**src/rtl/seq_alu.sv**
```systemverilog
// seq_alu: multi-cycle ALU with valid/ready handshakes on both sides.
//   ADD/SUB/NOR/NAND complete straight from IDLE into DONE. SRL/SLL/SRA
//   shift one bit per EXEC cycle, and MUL runs WIDTH shift-add steps.
//
// state | meaning
// IDLE  | ready for a request (in_ready = 1)
// EXEC  | iterating; cnt holds the steps still to do
// DONE  | result held on c/flags with out_valid = 1 until out_ready
//
// Ports:
//   clk, rst             clock, asynchronous active-high reset
//   in_valid / in_ready  request handshake for a, b, control
//   a, b                 operands (shifts use only b[$clog2(WIDTH)-1:0])
//   control              000 ADD, 001 SUB, 010 SRL, 011 NOR,
//                        100 NAND, 101 MUL, 110 SLL, 111 SRA
//   out_valid / out_ready result handshake
//   c                    result
//   flags                {overflow, carry, negative, zero}
module seq_alu #(
    parameter int WIDTH = 8
) (
    input  logic             clk,
    input  logic             rst,
    input  logic             in_valid,
    output logic             in_ready,
    input  logic [WIDTH-1:0] a,
    input  logic [WIDTH-1:0] b,
    input  logic [2:0]       control,
    output logic             out_valid,
    input  logic             out_ready,
    output logic [WIDTH-1:0] c,
    output logic [3:0]       flags
);

    localparam int AW = $clog2(WIDTH);
    localparam int CW = AW + 1;

    localparam logic [2:0] OP_ADD  = 3'b000;
    localparam logic [2:0] OP_SUB  = 3'b001;
    localparam logic [2:0] OP_SRL  = 3'b010;
    localparam logic [2:0] OP_NOR  = 3'b011;
    localparam logic [2:0] OP_NAND = 3'b100;
    localparam logic [2:0] OP_MUL  = 3'b101;
    localparam logic [2:0] OP_SLL  = 3'b110;
    localparam logic [2:0] OP_SRA  = 3'b111;

    typedef enum logic [1:0] {IDLE, EXEC, DONE} state_t;

    state_t           state;
    logic [2:0]       op;
    logic [CW-1:0]    cnt;
    logic [WIDTH-1:0] work;   // shift operand, or multiplier / product low half
    logic [WIDTH-1:0] hi;     // product high half
    logic [WIDTH-1:0] mcand;  // multiplicand

    // Single-cycle results, computed directly from the live inputs so that
    // N = 0 operations can enter DONE on the accepting edge.
    logic [WIDTH:0]   add_full;
    logic [WIDTH:0]   sub_full;
    logic [AW-1:0]    amt;
    logic [CW-1:0]    n_iter;
    logic [WIDTH-1:0] imm_c;
    logic             imm_carry;
    logic             imm_ovf;

    always_comb begin
        add_full  = {1'b0, a} + {1'b0, b};
        sub_full  = {1'b0, a} + {1'b0, ~b} + {{WIDTH{1'b0}}, 1'b1};
        amt       = b[AW-1:0];
        imm_c     = a;  // a shift by zero passes a through with carry 0
        imm_carry = 1'b0;
        imm_ovf   = 1'b0;
        n_iter    = '0;
        case (control)
            OP_ADD: begin
                imm_c     = add_full[WIDTH-1:0];
                imm_carry = add_full[WIDTH];
                imm_ovf   = (a[WIDTH-1] == b[WIDTH-1]) &&
                            (add_full[WIDTH-1] != a[WIDTH-1]);
            end
            OP_SUB: begin
                imm_c     = sub_full[WIDTH-1:0];
                imm_carry = sub_full[WIDTH];
                imm_ovf   = (a[WIDTH-1] != b[WIDTH-1]) &&
                            (sub_full[WIDTH-1] != a[WIDTH-1]);
            end
            OP_NOR:  imm_c = ~(a | b);
            OP_NAND: imm_c = ~(a & b);
            OP_MUL:  n_iter = CW'(WIDTH);
            OP_SRL, OP_SLL, OP_SRA: n_iter = {1'b0, amt};
            default: imm_c = a;
        endcase
    end

    // One iteration step of the operation held in op.
    logic [WIDTH:0]   mul_sum;
    logic [WIDTH-1:0] step_work;
    logic [WIDTH-1:0] step_hi;
    logic             step_carry;

    always_comb begin
        mul_sum    = {1'b0, hi} + (work[0] ? {1'b0, mcand} : {(WIDTH+1){1'b0}});
        step_work  = work;
        step_hi    = hi;
        step_carry = 1'b0;
        case (op)
            OP_SLL: begin
                step_carry = work[WIDTH-1];
                step_work  = {work[WIDTH-2:0], 1'b0};
            end
            OP_SRL: begin
                step_carry = work[0];
                step_work  = {1'b0, work[WIDTH-1:1]};
            end
            OP_SRA: begin
                step_carry = work[0];
                step_work  = {work[WIDTH-1], work[WIDTH-1:1]};
            end
            OP_MUL: begin
                // {sum, work} shifted right by one: the add's carry lands in
                // the top of hi and hi's LSB moves into work's MSB.
                step_hi    = mul_sum[WIDTH:1];
                step_work  = {mul_sum[0], work[WIDTH-1:1]};
                step_carry = |mul_sum[WIDTH:1];
            end
            default: begin
                step_work = work;
            end
        endcase
    end

    always_ff @(posedge clk or posedge rst) begin
        if (rst) begin
            state     <= IDLE;
            op        <= OP_ADD;
            cnt       <= '0;
            work      <= '0;
            hi        <= '0;
            mcand     <= '0;
            in_ready  <= 1'b0;
            out_valid <= 1'b0;
            c         <= '0;
            flags     <= '0;
        end else begin
            case (state)
                IDLE: begin
                    in_ready <= 1'b1;
                    if (in_valid && in_ready) begin
                        in_ready <= 1'b0;
                        op       <= control;
                        work     <= a;
                        mcand    <= b;
                        hi       <= '0;
                        cnt      <= n_iter;
                        if (n_iter == '0) begin
                            state     <= DONE;
                            out_valid <= 1'b1;
                            c         <= imm_c;
                            flags     <= {imm_ovf, imm_carry, imm_c[WIDTH-1], imm_c == '0};
                        end else begin
                            state <= EXEC;
                        end
                    end
                end
                EXEC: begin
                    cnt  <= cnt - 1'b1;
                    work <= step_work;
                    hi   <= step_hi;
                    if (cnt == CW'(1)) begin
                        state     <= DONE;
                        out_valid <= 1'b1;
                        c         <= step_work;
                        flags     <= {1'b0, step_carry, step_work[WIDTH-1], step_work == '0};
                    end
                end
                DONE: begin
                    if (out_ready) begin
                        state     <= IDLE;
                        out_valid <= 1'b0;
                        in_ready  <= 1'b1;
                    end
                end
                default: begin
                    state     <= IDLE;
                    in_ready  <= 1'b0;
                    out_valid <= 1'b0;
                end
            endcase
        end
    end

endmodule

```
**config.mk**
```make
export PLATFORM = sky130hd
export DESIGN_NAME = seq_alu
export DESIGN_NICKNAME = d
export VERILOG_FILES = /design/src/rtl/seq_alu.sv
export SDC_FILE = /design/constraint.sdc
export NUM_CORES = 1
export LEC_CHECK = 0
export ABC_AREA = 1
export CORE_MARGIN = 2
export CORE_UTILIZATION = 50
export DETAILED_ROUTE_END_ITERATION = 12
export PLACE_DENSITY = 0.74
export SLEW_MARGIN = 20
export SYNTH_ARGS = -nofsm -noshare
export SYNTH_HDL_FRONTEND = slang
export SYNTH_SLANG_ARGS = --single-unit
```
**constraint.sdc**
```tcl
create_clock -name clk -period 2.4 [get_ports clk]
set_input_delay 0.48 -clock clk [delete_from_list [all_inputs] [get_ports clk]]
set_output_delay 0.48 -clock clk [all_outputs]
set_load 0.02 [all_outputs]
```
After elaboration in Yosys (flattened, before gate mapping)
Index checks and enable logic that the tools add are counted.
W data, S select, Z words.
{"block": "totals", "out_inout_bits": 14, "ff_bits": 47}
{"block": "classes", "n_reduce_logical": 19, "bitwise": 6, "addsub": 5, "n_eq_ne": 23, "muxes": 35}
{"cell": "$pmux W8 S4", "count": 2}
{"cell": "$mux W8", "count": 7}
{"cell": "$pmux W8 S2", "count": 3}
{"cell": "$add A8 B8 Y9", "count": 3}
{"cell": "$not A8 Y8", "count": 3}
{"cell": "$pmux W4 S2", "count": 3}
{"cell": "$eq A3 B3 Y1 const B", "count": 7}
{"cell": "$logic_not A8 Y1", "count": 2}
{"cell": "$mux W4", "count": 4}
{"cell": "$add A9 B1 Y9 const B", "count": 1}
{"cell": "$eq A3 B2 Y1 const B", "count": 3}
{"cell": "$pmux W1 S3", "count": 3}
{"cell": "$and A8 B8 Y8", "count": 1}
{"cell": "$mux W2", "count": 4}
{"cell": "$ne A2 B2 Y1 const B", "count": 4}
{"cell": "$or A8 B8 Y8", "count": 1}
{"cell": "$reduce_and A4 Y1", "count": 2}
{"cell": "$reduce_or A8 Y1", "count": 1}
{"cell": "$mux W1", "count": 6}
{"cell": "$pmux W2 S3", "count": 1}
{"cell": "$reduce_and A2 Y1", "count": 3}
{"cell": "$reduce_and A3 Y1", "count": 2}
{"cell": "$eq A4 B1 Y1 const B", "count": 1}
{"cell": "$logic_not A4 Y1", "count": 1}
{"cell": "15 further kinds", "count": 20}

Depth between registers and ports, before layout
{"block": "logic_depth", "ltp_word": 9, "ltp_mapped": 16}

Worst setup path before layout
OpenSTA, ideal clock, no wires.
{"block": "synth_path", "kind": "register to register", "start": "register work[0]", "end": "register flags[2]", "n_path_buf": 1, "synth_period_minus_slack_ns": 2.191, "stages_incl_launch_ff": 16, "required_ns": 2.281, "setup_slack_ns": 0.209, "arrival_ns": 2.072, "cell_sequence": "dfrtp_1 clkbuf_1 nand2_1 inv_1 ha_1 inv_1 fa_1 inv_1 nand4_1 o211ai_1 xor2_1 nand2_1 o21bai_1 nand2_1 nand2_1 nand2_1"}
{"block": "synth_between", "elab_chain_len": 6}
{"element": "start: declaration", "line_no": "52", "rtl": "logic [WIDTH-1:0] work;"}
{"element": "start signal: assignment", "line_no": "167", "rtl": "work <= step_work;"}
{"element": "$mux W8", "line_no": "102", "rtl": "mul_sum = {1'b0, hi} + (work[0] ? {1'b0, mcand} : {(WIDTH+1){1'b0}});"}
{"element": "$add A8 B8 Y9", "line_no": "102"}
{"element": "$reduce_or A8 Y1", "line_no": "124", "rtl": "step_carry = |mul_sum[WIDTH:1];"}
{"element": "$pmux W1 S3 *", "line_no": "106", "rtl": "case (op)"}
{"element": "$mux W4 *", "line_no": "169", "rtl": "if (cnt == CW'(1)) begin"}
{"element": "$pmux W4 S2 *", "line_no": "145", "rtl": "case (state)"}
{"element": "end signal: assignment", "line_no": "159", "rtl": "flags <= {imm_ovf, imm_carry, imm_c[WIDTH-1], imm_c == '0};"}
{"element": "end signal: assignment", "line_no": "173", "rtl": "flags <= {1'b0, step_carry, step_work[WIDTH-1], step_work == '0};"}
{"element": "end: declaration", "line_no": "32", "rtl": "output logic [3:0] flags"}
Every way passes the cells marked *; elsewhere a longest branch is shown, timed or not. The select of a mux whose other input is x is not followed.
A chain may end at the register's enable or synchronous reset.

Worst setup path in the final report
{"block": "layout_path", "start": "input a[2]", "end": "register flags[0]"}
{"block": "layout_between", "elab_chain_len": 7, "elab_cells_between_ends": 12, "cone_classes": "3 x add/sub; 4 x mux; 4 x bitwise; 1 x reduce/logical"}
{"element": "start: declaration", "line_no": "26", "rtl": "input logic [WIDTH-1:0] a,"}
{"element": "$add A8 B8 Y9 (tied with other cells)", "line_no": "68", "rtl": "sub_full = {1'b0, a} + {1'b0, ~b} + {{WIDTH{1'b0}}, 1'b1};"}
{"element": "$add A9 B1 Y9 (tied with other cells)", "line_no": "68"}
{"element": "$pmux W8 S4 *", "line_no": "74", "rtl": "case (control)"}
{"element": "$logic_not A8 Y1 *", "line_no": "159"}
{"element": "$mux W4 *", "line_no": "155", "rtl": "if (n_iter == '0) begin"}
{"element": "$mux W4 *", "line_no": "148", "rtl": "if (in_valid && in_ready) begin"}
{"element": "$pmux W4 S2 *", "line_no": "145"}
Marked as above.

==> impl_results.md <==
- GRT met3 Usage: 0.0309
- Critical hold path startpoint: mcand[0]$_DFFE_PP0P_
- Clock slew at reported path FFs: 0.09 ns
- Routing usage on met1: 0.375
- Wire length of the first global-routing pass: just under 20000 um
- Highest ir drop seen on vdd: 0.000321 V
- Starting utilization of the core area: 0.512
- Complex-gate fraction of the synthesized area: 0.139
- Vias in the first global route: 4052
- Final #Nets: 737
- Commonest register cell after synthesis: sky130_fd_sc_hd__dfrtp_1
- Post-Route WL: 11800 um
- Least-Margin Pin Slew: 0.568 ns
- Commonest non-fill, non-tap cells in the layout: sky130_fd_sc_hd__nand2_1 (154), sky130_fd_sc_hd__inv_1 (82), sky130_fd_sc_hd__buf_4 (72)
- Final antenna diode count: 0
- Kind of critical path: input port to register
- Asr flop ratio synth: 1.00
- CP bufs+invs: 4
- Power density cells: between 800 and 900 nW/um^2
- Avg Synthesized Cell Area: between 6 and 7 um^2
- Fin. Hold Viols: 0
- Global placement routability congestion: about 1.0
- Number of pins with negative max-slew slack in the final report: 0
- Layout filler cell count: approximately 670
- Synth warn: 0
- Die Outline Area: about 8600 um^2
- Routed Antenna Nets: 0
- Count of H-tree levels built during CTS: 2
- Result of the run: finished clean
- Via-per-instance ratio: 5.34
- Tightest Hold Check Type: register to register
- Net Count, Synth: 634
- List of cells traversed by the critical path: clkdlybuf4s50_1, inv_2, ha_4, inv_1, buf_4, nand3_1, nand2_2, nand2_1, nand3_1, nand3_1, nand3b_1, nor2_1, nand3_1, a21oi_1
- Adder-Cell Fraction of Synth Area: 0.124
- Die X-Extent: 92.5 um
- Multiplexer share of the synthesized area: 0
- Highest attainable clock frequency: 439 MHz
- Peak-usage layer in the global routing report: met2
- Worst path max stage delay: 0.53 ns
- Count of unresolved DRC violations after routing: 0
- Total routing resource utilization after global routing: 0.283
- Dpl hpwl: between 9000 and 10000 um
- Final Util: 0.671
- Largest net degree at the start of global routing: 33
- Rel. slew slack: 0.621
- Core area: 7650 um^2
- Critical Path Start Type: input port
- Xor and xnor area share after synthesis: 0.0156
- Post-CTS setup buffers: 0
- Clock Latency Late Sink: 0.30 ns
- Standard-cell row count: 32
- Share of synthesized cell area in and, or, nand and nor gates: 0.320
- Startpoint of the lowest-slack register-to-register path: work[0]$_DFFE_PP0P_
- Arr. time, crit path: 2.51 ns
- Die height: 92.5 um
- Maximum clock skew at final layout: around 0.012 ns
- Max-Cap Viols: 0
- TritonCTS buffer count: 5
- Most common cell after layout, fill and taps aside: sky130_fd_sc_hd__nand2_1
- Largest family of logic cells by synthesized area: simple AND/OR/NAND/NOR gates
- Number of optimization iterations in the first detailed-route pass: 6
- Global route total overflow: 0
- Largest fanout of any net on the critical path: 8
- Initial antenna violation count: 0
- Critical-path top delay cell: sky130_fd_sc_hd__clkdlybuf4s50_1
- Mapped Cells: 574
- WHS Path Cells: 2
- Top-Level Pins: 37
- Setup-failing EPs final: 0
- CTS Buffer Depth: 2
- Number of enable-type register cells in the synthesized netlist: 0
- Nature of the critical path endpoint: register
- Worst reg2reg endpoint: flags[2]$_DFFE_PP0P_
- Post-route clock period utilization: 0.949
- Number of distinct library cell variants in the gate-level netlist after synthesis: 40
- Unrepaired setup endpoints after global routing: true
- PortBufs: 36
- R2R cell count: 12
- Vias: 4165
- Number of DRC markers in iteration 0: 270
- Area growth syn-to-layout: 30.9%
- Register bit count reported by yosys: 46
- Share of layout cells above drive strength 1: 0.201
- Crit path top cell by count: sky130_fd_sc_hd__nand3_1
- Register-to-register setup slack: 0.14 ns
- Clock root buffer: sky130_fd_sc_hd__clkbuf_8
- Met2 layer usage reported by global route: 0.470
- Combined area of all synthesized cells: 3920 um^2
- Worst Hold Path EP: mcand[0]$_DFFE_PP0P_
- Fin Hold WS: slightly below 0.5 ns
- Leakage Power: roughly 2.7 nW
- TritonCTS clock tree: done
- DR WL/cell: approximately 15 um
- Final min period: 2.28 ns
- Top delay family on crit path: buffers and inverters
- Clock sinks: 46
- Worst endpoint required time: 2.63 ns
- Fraction of the yosys area taken by sequential cells: 0.294
sequential cells by signal, indices dropped and copies added, names as in the netlist:
register / cells
hi: 8
mcand: 8
work: 8
c: 7
cnt: 4
flags: 4
op: 3
state: 2
in_ready: 1
out_valid: 1
layer usage:
layer	share of wire	vias to the layer above	routed length, um
met2	0.47	148	5580
met5	0	-	0
met4	0.038	0	450
met3	0.046	31	540
met1	0.44	1930	5270
li1	-	2056	-
timing repair:
item	4_1_cts	5_1_grt
hold buffers	0	0
setup endpoints to repair	4	6
pin swaps	0	11
resized for setup	4	35
hold endpoints to repair	0	0
power by group:
part / switching [mW] / internal [mW] / total, mW
Combinational: 1.54 / 1.07 / 2.61
Sequential: 0.240 / 1.10 / 1.34
Clock: 0.269 / 0.311 / 0.580
Total: 2.05 / 2.48 / 4.53
per-stage QoR:
stage          setup WS, ns  std cells  TNS [ns]  area (um^2)  total power [mW]
6_report              0.123        780         0         5130              4.53
5_1_grt             -0.0128        780   -0.0137         5130              4.92
4_1_cts              0.0120        780         0         4990              4.45
3_5_place_dp         -0.473        772     -2.57         4870              3.86
3_3_place_gp         -0.425        772     -2.35         4870              3.81
2_1_floorplan         0.209        574         0         3920              3.01
layout make-up:
type                    count  area [um^2]  area share
clock buffers               6         72.6      0.0141
repair buffers            108          905       0.176
inverters                  92          348      0.0678
flip-flops and latches     46         1150       0.224
clock inverters             2         37.5     0.00732
multi-input cells         424         2490       0.485
well taps                 102          128      0.0249
cells in the mapped netlist (4+ instances only):
cell | count | area, um^2
sky130_fd_sc_hd__a21oi_1 | 21 | 105
sky130_fd_sc_hd__buf_2 | 5 | 25.0
sky130_fd_sc_hd__clkbuf_1 | 4 | 15.0
sky130_fd_sc_hd__dfrtp_1 | 46 | 1150
sky130_fd_sc_hd__ha_1 | 34 | 425
sky130_fd_sc_hd__inv_1 | 88 | 330
sky130_fd_sc_hd__nand2_1 | 158 | 593
sky130_fd_sc_hd__nand2_2 | 4 | 25.0
sky130_fd_sc_hd__nand3_1 | 59 | 295
sky130_fd_sc_hd__nand4_1 | 7 | 43.8
sky130_fd_sc_hd__nor2_1 | 43 | 161
sky130_fd_sc_hd__o211ai_1 | 6 | 45.0
sky130_fd_sc_hd__o21ai_0 | 41 | 205
sky130_fd_sc_hd__o221ai_1 | 8 | 70.1
sky130_fd_sc_hd__o22ai_1 | 4 | 25.0
sky130_fd_sc_hd__or2_2 | 6 | 37.5
sky130_fd_sc_hd__xor2_1 | 4 | 35.0
worst min-delay path: cells and delay by family, from the launching register on:
kind	cells	cell delay (ns)
compound gates	1	0.06
flops	1	0.35
simple gates	1	0.05
how the worst max path moves through the flow:
stage	startpoint	to	slack [ns]	cells after the start
finish	a[2]	flags[0]$_DFFE_PP0P_	0.12	14
global route	a[1]	flags[0]$_DFFE_PP0P_	-0.01	14
CTS	work[0]$_DFFE_PP0P_	flags[2]$_DFFE_PP0P_	0.01	14
detailed placement	b[0]	flags[0]$_DFFE_PP0P_	-0.47	13
global placement	b[0]	flags[0]$_DFFE_PP0P_	-0.43	13
floorplan	work[0]$_DFFE_PP0P_	flags[2]$_DFFE_PP0P_	0.21	15
kinds of logic (layout without fill, tap and decap cells):
family	Yosys count	count (layout)
buffers and inverters	104	208
and+or+nand+nor	289	289
DFF	46	46
adders and majority gates	37	37
AOI/OAI and AO/OA	91	91
xor gates and xnor gates	7	7
No activity file was read; power rests on OpenSTA's default activity.
